--- config.mk ---
export PLATFORM = sky130hd
export DESIGN_NAME = word_loader
export DESIGN_NICKNAME = d
export VERILOG_FILES = /design/src/rtl/word_loader.sv
export SDC_FILE = /design/constraint.sdc
export NUM_CORES = 1
export LEC_CHECK = 0
export ABC_AREA = 1
export ABC_CLOCK_PERIOD_IN_PS = 2300
export BUFFER_PORTS_ARGS = -buffer_cell sky130_fd_sc_hd__buf_2
export CORE_MARGIN = 2
export CORE_UTILIZATION = 52
export DETAILED_ROUTE_END_ITERATION = 10
export GPL_ROUTABILITY_DRIVEN = 0
export GPL_TIMING_DRIVEN = 0
export PLACE_DENSITY = 0.8
export SLEW_MARGIN = 20
export SYNTH_ARGS = -nofsm -noshare
export SYNTH_HDL_FRONTEND = slang
export SYNTH_SLANG_ARGS = --single-unit
--- constraint.sdc ---
create_clock -name clk -period 2.3 [get_ports clk]
set_input_delay 0.345 -clock clk [delete_from_list [all_inputs] [get_ports clk]]
set_output_delay 0.345 -clock clk [all_outputs]
set_load 0.01 [all_outputs]
--- src/rtl/word_loader.sv ---
// ============================================================================
// word_loader : splits a delimited character stream into zero-terminated words
// in a word sram. Build option: WORD_LOADER_LOWERCASE_EN folds A-Z to a-z.
// Revision: 1.0
// ============================================================================
`default_nettype none

module word_loader #(
  parameter int ADDR_WIDTH = 4,
  parameter int DATA_WIDTH = 8
) (
  input  logic                  clk,
  input  logic                  rst_n,
  input  logic                  cs,
  input  logic                  in_valid,
  input  logic [DATA_WIDTH-1:0] in_data,
  output logic                  in_ready,
  output logic                  mem_we,
  output logic [ADDR_WIDTH-1:0] mem_addr,
  output logic [DATA_WIDTH-1:0] mem_din,
  output logic [ADDR_WIDTH-1:0] word_count,
  output logic                  overflow,
  output logic                  done
);

  localparam int DEPTH = 2 ** ADDR_WIDTH;
  // Highest address a LOAD write may use; the last two slots are kept for TERM1/TERM2.
  localparam logic [ADDR_WIDTH-1:0] c_LOAD_LIMIT = ADDR_WIDTH'(DEPTH - 3);

  typedef enum logic [2:0] {
    IDLE  = 3'd0,
    LOAD  = 3'd1,
    TERM1 = 3'd2,
    TERM2 = 3'd3,
    DONE  = 3'd4
  } state_t;

  state_t                  r_state;
  state_t                  w_state_nxt;
  logic [ADDR_WIDTH-1:0]   r_addr;
  logic [ADDR_WIDTH-1:0]   r_count;
  logic                    r_ovf;
  logic                    r_pending;

  logic                    w_accept;
  logic                    w_is_zero;
  logic                    w_is_delim;
  logic                    w_room;
  logic [DATA_WIDTH-1:0]   w_char;
  logic                    w_clear;
  logic                    w_addr_inc;
  logic                    w_cnt_inc;
  logic                    w_set_ovf;
  logic                    w_pend_set;
  logic                    w_pend_clr;

`ifdef WORD_LOADER_LOWERCASE_EN
  assign w_char = (in_data >= DATA_WIDTH'(8'h41) && in_data <= DATA_WIDTH'(8'h5A))
                ? in_data + DATA_WIDTH'(8'h20) : in_data;
`else
  assign w_char = in_data;
`endif

  assign in_ready   = (r_state == LOAD);
  assign done       = (r_state == DONE);
  assign mem_addr   = r_addr;
  assign word_count = r_count;
  assign overflow   = r_ovf;

  assign w_accept   = in_valid && in_ready;
  assign w_is_zero  = (in_data == '0);
  assign w_is_delim = (in_data == DATA_WIDTH'(8'h20)) || (in_data == DATA_WIDTH'(8'h0A));
  assign w_room     = !r_ovf && (r_addr <= c_LOAD_LIMIT);

  always_ff @(posedge clk or negedge rst_n) begin
    if (!rst_n) begin
      r_state <= IDLE;
    end else begin
      r_state <= w_state_nxt;
    end
  end

  always_comb begin
    w_state_nxt = r_state;
    mem_we      = 1'b0;
    mem_din     = '0;
    w_clear     = 1'b0;
    w_addr_inc  = 1'b0;
    w_cnt_inc   = 1'b0;
    w_set_ovf   = 1'b0;
    w_pend_set  = 1'b0;
    w_pend_clr  = 1'b0;
    case (r_state)
      IDLE, DONE: begin
        if (cs) begin
          w_clear     = 1'b1;
          w_state_nxt = LOAD;
        end
      end
      LOAD: begin
        if (w_accept) begin
          if (w_is_zero) begin
            w_state_nxt = r_pending ? TERM1 : TERM2;
          end else if (w_is_delim) begin
            if (r_pending) begin
              if (w_room) begin
                mem_we     = 1'b1;
                w_addr_inc = 1'b1;
                w_cnt_inc  = 1'b1;
                w_pend_clr = 1'b1;
              end else begin
                w_set_ovf  = 1'b1;
              end
            end
          end else if (w_room) begin
            mem_we     = 1'b1;
            mem_din    = w_char;
            w_addr_inc = 1'b1;
            w_pend_set = 1'b1;
          end else begin
            w_set_ovf = 1'b1;
          end
        end
      end
      TERM1: begin
        mem_we      = 1'b1;
        w_addr_inc  = 1'b1;
        w_cnt_inc   = 1'b1;
        w_pend_clr  = 1'b1;
        w_state_nxt = TERM2;
      end
      TERM2: begin
        mem_we      = 1'b1;
        w_state_nxt = DONE;
      end
      default: w_state_nxt = IDLE;
    endcase
  end

  always_ff @(posedge clk or negedge rst_n) begin
    if (!rst_n) begin
      r_addr    <= '0;
      r_count   <= '0;
      r_ovf     <= 1'b0;
      r_pending <= 1'b0;
    end else if (w_clear) begin
      r_addr    <= '0;
      r_count   <= '0;
      r_ovf     <= 1'b0;
      r_pending <= 1'b0;
    end else begin
      if (w_addr_inc) r_addr  <= r_addr + ADDR_WIDTH'(1);
      if (w_cnt_inc)  r_count <= r_count + ADDR_WIDTH'(1);
      if (w_set_ovf)  r_ovf   <= 1'b1;
      if (w_pend_set)      r_pending <= 1'b1;
      else if (w_pend_clr) r_pending <= 1'b0;
    end
  end

endmodule

`default_nettype wire

Yosys cells after proc, flatten, opt, wreduce, memory -nomap -nowiden --
Cells that the tools add are included.
Word-level totals: output and inout port bits 20, memory bits (writable) 0, latch bits 0, memories 0, memory bits (read-only) 0, bits of input ports 12, register bits 13
Operators by class: $add $sub $neg 2, multipliers 0, eq/ne operators 9, order comparisons 1, div/mod/pow operators 0, bitwise operators 0, shift operators 0, mux-type cells 42, reductions and logical operators 13
Operator list (number):
- $mux 8 | 5
- $mux 1 | 26
- $mux 4 | 4
- $pmux 3 s4 | 1
- $mux 3 | 3
- $add 4x1->4 const B | 2
- $eq 8x4->1 const B | 1
- $eq 8x6->1 const B | 1
- $logic_not 8->1 | 1
- $eq 3x2->1 const B | 2
- $pmux 1 s2 | 3
- $reduce_bool 2->1 | 3
- $le 4x4->1 const B | 1
- $ne 2x1->1 const B | 2
- $reduce_or 2->1 | 2
- $eq 3x1->1 const B | 1
- $eq 3x3->1 const B | 1
- $logic_not 3->1 | 1
- $reduce_and 3->1 | 1
- $reduce_bool 3->1 | 1
- $logic_and 1x1->1 | 2
- $ne 2x2->1 const B | 1
- $logic_not 1->1 | 1
- $logic_or 1x1->1 | 1

Logic depth before layout (Yosys ltp) --
depth after elaboration 11, depth in mapped cells 10, gate-level depth less buffers 10

Worst setup path before layout --
Ideal clock, no wire load.
kind reg-to-output, from reg r_addr[0] (netlist: mem_addr[0]), to out mem_din[0], arrival time 1.352 ns, required time 1.955 ns, cell stages (with the launch flop) 9, setup slack 0.603 ns, path through dfrtp_1 > inv_1 > ha_1 > nor2_1 > nand3_1 > nand2_1 > nor2_8 > nand3_4 > nor2_1
On the way: cells in the longest elaborated chain, start to end 7
Ends and longest elaborated chain:
- start, declared | RTL line 40 | logic [ADDR_WIDTH-1:0] r_addr;
- start signal, assigned | RTL line 152 | if (w_addr_inc) r_addr <= r_addr + ADDR_WIDTH'(1);
- $le 4x4->1 | RTL line 73 | assign w_room = !r_ovf && (r_addr <= c_LOAD_LIMIT);
- $logic_and 1x1->1 | RTL line 73
- $mux 8 | RTL line 115 | end else if (w_room) begin
- $mux 8 | RTL line 104 | end else if (w_is_delim) begin
- $mux 8 | RTL line 102 | if (w_is_zero) begin
- $mux 8 | RTL line 101 | if (w_accept) begin
- $mux 8 | RTL line 93 | case (r_state)
- end, declared | RTL line 20 | output logic [DATA_WIDTH-1:0] mem_din,
Every way passes these cells.

Worst setup path after layout --
from reg r_addr[0] (netlist: mem_addr[0]), to out mem_din[7]
The elaborated chain is that of the path after synthesis.

==> results.ini <==
[outcome]
status = complete, no violations

[global_routing]
grt_usage = 0.200
antenna_found_initial = 0
grt_pass1_wl_um = 3050
grt_pass1_vias = 743
grt_remaining_overflow = 0
grt_max_degree = 14

[clock_network]
root_buffer = clkbuf_4
cts_buffer_depth = 2
post_cts_buffers = 0
clk_pin_slew_worst_paths_ns = 0.08
cts_tree = built
clock_sinks = 13
cts_buffers = 3
htree_levels = 1
clock_latency_ns = 0.27

[detailed_routing]
viasPerCell = 5.03
drt-total-wl_um = 1900
wire_per_inst_um = 10.8
drc_errors = 0
first_pass_iters = 4
drt_iter0_markers = 11
postRouteAntennaNets = 0
dr_total_vias = 881

[sta]
setup_viol = 0
finalCritPeriodShare = 0.913
period_needed_ns = 2.10
drv_slew = 0
max_freq_mhz = 476
setup_tns_ns = 0
skew_ns = 0.00322
final_hold_viol_count = 0
finalWorstSetupSlack_ns = 0.201
tightest_slew_ns = 0.312
slew_headroom = 0.792
grt_setup_unrepaired = false

[die]
die_y_um = 46.1
die_area_um2 = 2130
start_util = 0.546
io_pins = 32
placementRows = 15
core_um2 = 1690
die_w_um = 46.1

[synth]
synth_area_um2 = 922
postSynthAreaPerCell_um2 = 7.56
yosys.area.top_type = dfrtp_1
netlist.area_leader.share = 0.353
synth_warnings = 0
syn_nets = 138
dominantRegCellSynth = dfrtp_1
synth_cells = 122
synth_cell_type_count = 24
synth-async-reset-ratio = 1.00
synth_area_leaders = dfrtp_1 35%, nand2_1 10%, nor2_1 7.3%
post-synth-top-count-cell = nand2_1
synth_edf_count = 0
yosys-top-cells-count = 25 x nand2_1, 18 x nor2_1, 17 x inv_1
ys_seq_area_frac = 0.353
ys_ff_latch = 13

[worst_setup_path]
required_ns = 1.96
cp-start-kind = flop
critPathArrivalTime_ns = 1.75
critPathKind = flop to output port
ff2ff_setup_slack_ns = 0.69
worstPathMaxFanout = 9
endpoint_kind = output port

[placed_design]
hpwl_um = 1550
io_buffer_count = 31
place_ws_ns = 0.507

[power_and_ir_drop]
power_leakage_nw = 0.674
peakVddDrop_uv = 498
power_density_nw_per_um2 = 988

[cells_and_area]
antennaDiodeCount = 0
nNetsFinal = 175
fill_cells = 141
drive_gt1_frac = 0.310
syn2layout_area_growth_pct = 23.1

[run]
maxCapViolCount = 0

[worst_hold_path]
hold_path.class = primary input to flop

[per-stage QoR]
stage,instances,cell area [um2],hold slack [ns],total power [W],util
after global routing,175,1130,0.282,0.00123,0.672
final,175,1130,0.283,0.00112,0.672
after global placement,170,1100,0.242,0.000963,0.650
after CTS,175,1130,0.279,0.00113,0.672
after detailed placement,170,1100,0.254,0.000988,0.650
after floorplan,122,922,0.0494,0.000801,-
[critical path: stages (launching register included)]
cell and delay (ns):
dfrtp_1 0.44, inv_1 0.10, ha_1 0.14, nor2_1 0.04
nand3_1 0.08, nand2_1 0.15, nor2_8 0.17, nand3_4 0.12
nor2_1 0.12, buf_2 0.14
[path summary, 6_finish.rpt]
kind	from	endpoint	cells after the start
setup / recovery	mem_addr[0]	mem_din[7]	9
hold / removal	cs	overflow	2
setup reg to reg	mem_addr[0]	word_count[0]	10
hold reg to reg	r_state[2]	r_state[2]	2
max in group asynchronous	rst_n	word_count[2]	2
min in group asynchronous	rst_n	r_state[1]	2
[where the power goes]
group          switching, W  internal [W]  total (W)
clock             0.0000720     0.0000670   0.000139
sequential        0.0000690      0.000301   0.000370
combinational      0.000385      0.000228   0.000613
total              0.000526      0.000596    0.00112
[sequential cells by signal, summed over array words and instances, names as in the netlist]
signal and cells:
mem_addr 4, overflow 1, r_pending 1, r_state 3
word_count 4
[placed cells by master, fill, tap and decap left out, types with 2 or more instances in the layout]
cell type | synthesis | routed
nand2_1 | 25 | 25
buf_2 | 1 | 32
nor2_1 | 18 | 18
clkbuf_4 | 0 | 3
nand2_4 | 3 | 3
nand4_1 | 9 | 9
a21oi_1 | 3 | 3
xnor2_1 | 2 | 2
inv_1 | 17 | 17
o21ai_0 | 2 | 2
nand3_1 | 8 | 8
nand2_2 | 4 | 4
dfrtp_1 | 13 | 13
ha_1 | 4 | 4
o21ai_1 | 2 | 2
xor2_1 | 2 | 2
[layout make-up]
type | instances | area (um2) | area share
Buffer | 2 | 12.5 | 0.0110
Inverter | 18 | 67.6 | 0.0595
Timing Repair Buffer | 32 | 165 | 0.146
Tap cell | 17 | 21.3 | 0.0187
Sequential cell | 13 | 325 | 0.287
Clock buffer | 4 | 26.3 | 0.0232
Multi-Input combinational cell | 89 | 517 | 0.455
[what timing repair did]
item | in CTS | in global routing
hold endpoints to repair | 13 | 0
hold buffers | 1 | 0
resized for setup | 0 | 0
setup endpoints to repair | 0 | 0
[metal layers]
layer  track usage  wire (um)  up-vias
li1              -          -      460
met5             0          0        -
met2         0.333        945       18
met4        0.0686         14        0
met1         0.259        862      401
met3        0.0353         76        2
[kinds of logic after synthesis]
logic type	Yosys count	share of synthesized area
compound gates	8	0.0461
xor+xnor	4	0.0380
fa+ha+maj	4	0.0543
buf+inv	20	0.0868
flops	13	0.353
simple gates	73	0.422
(Power assumes the default switching activity.)
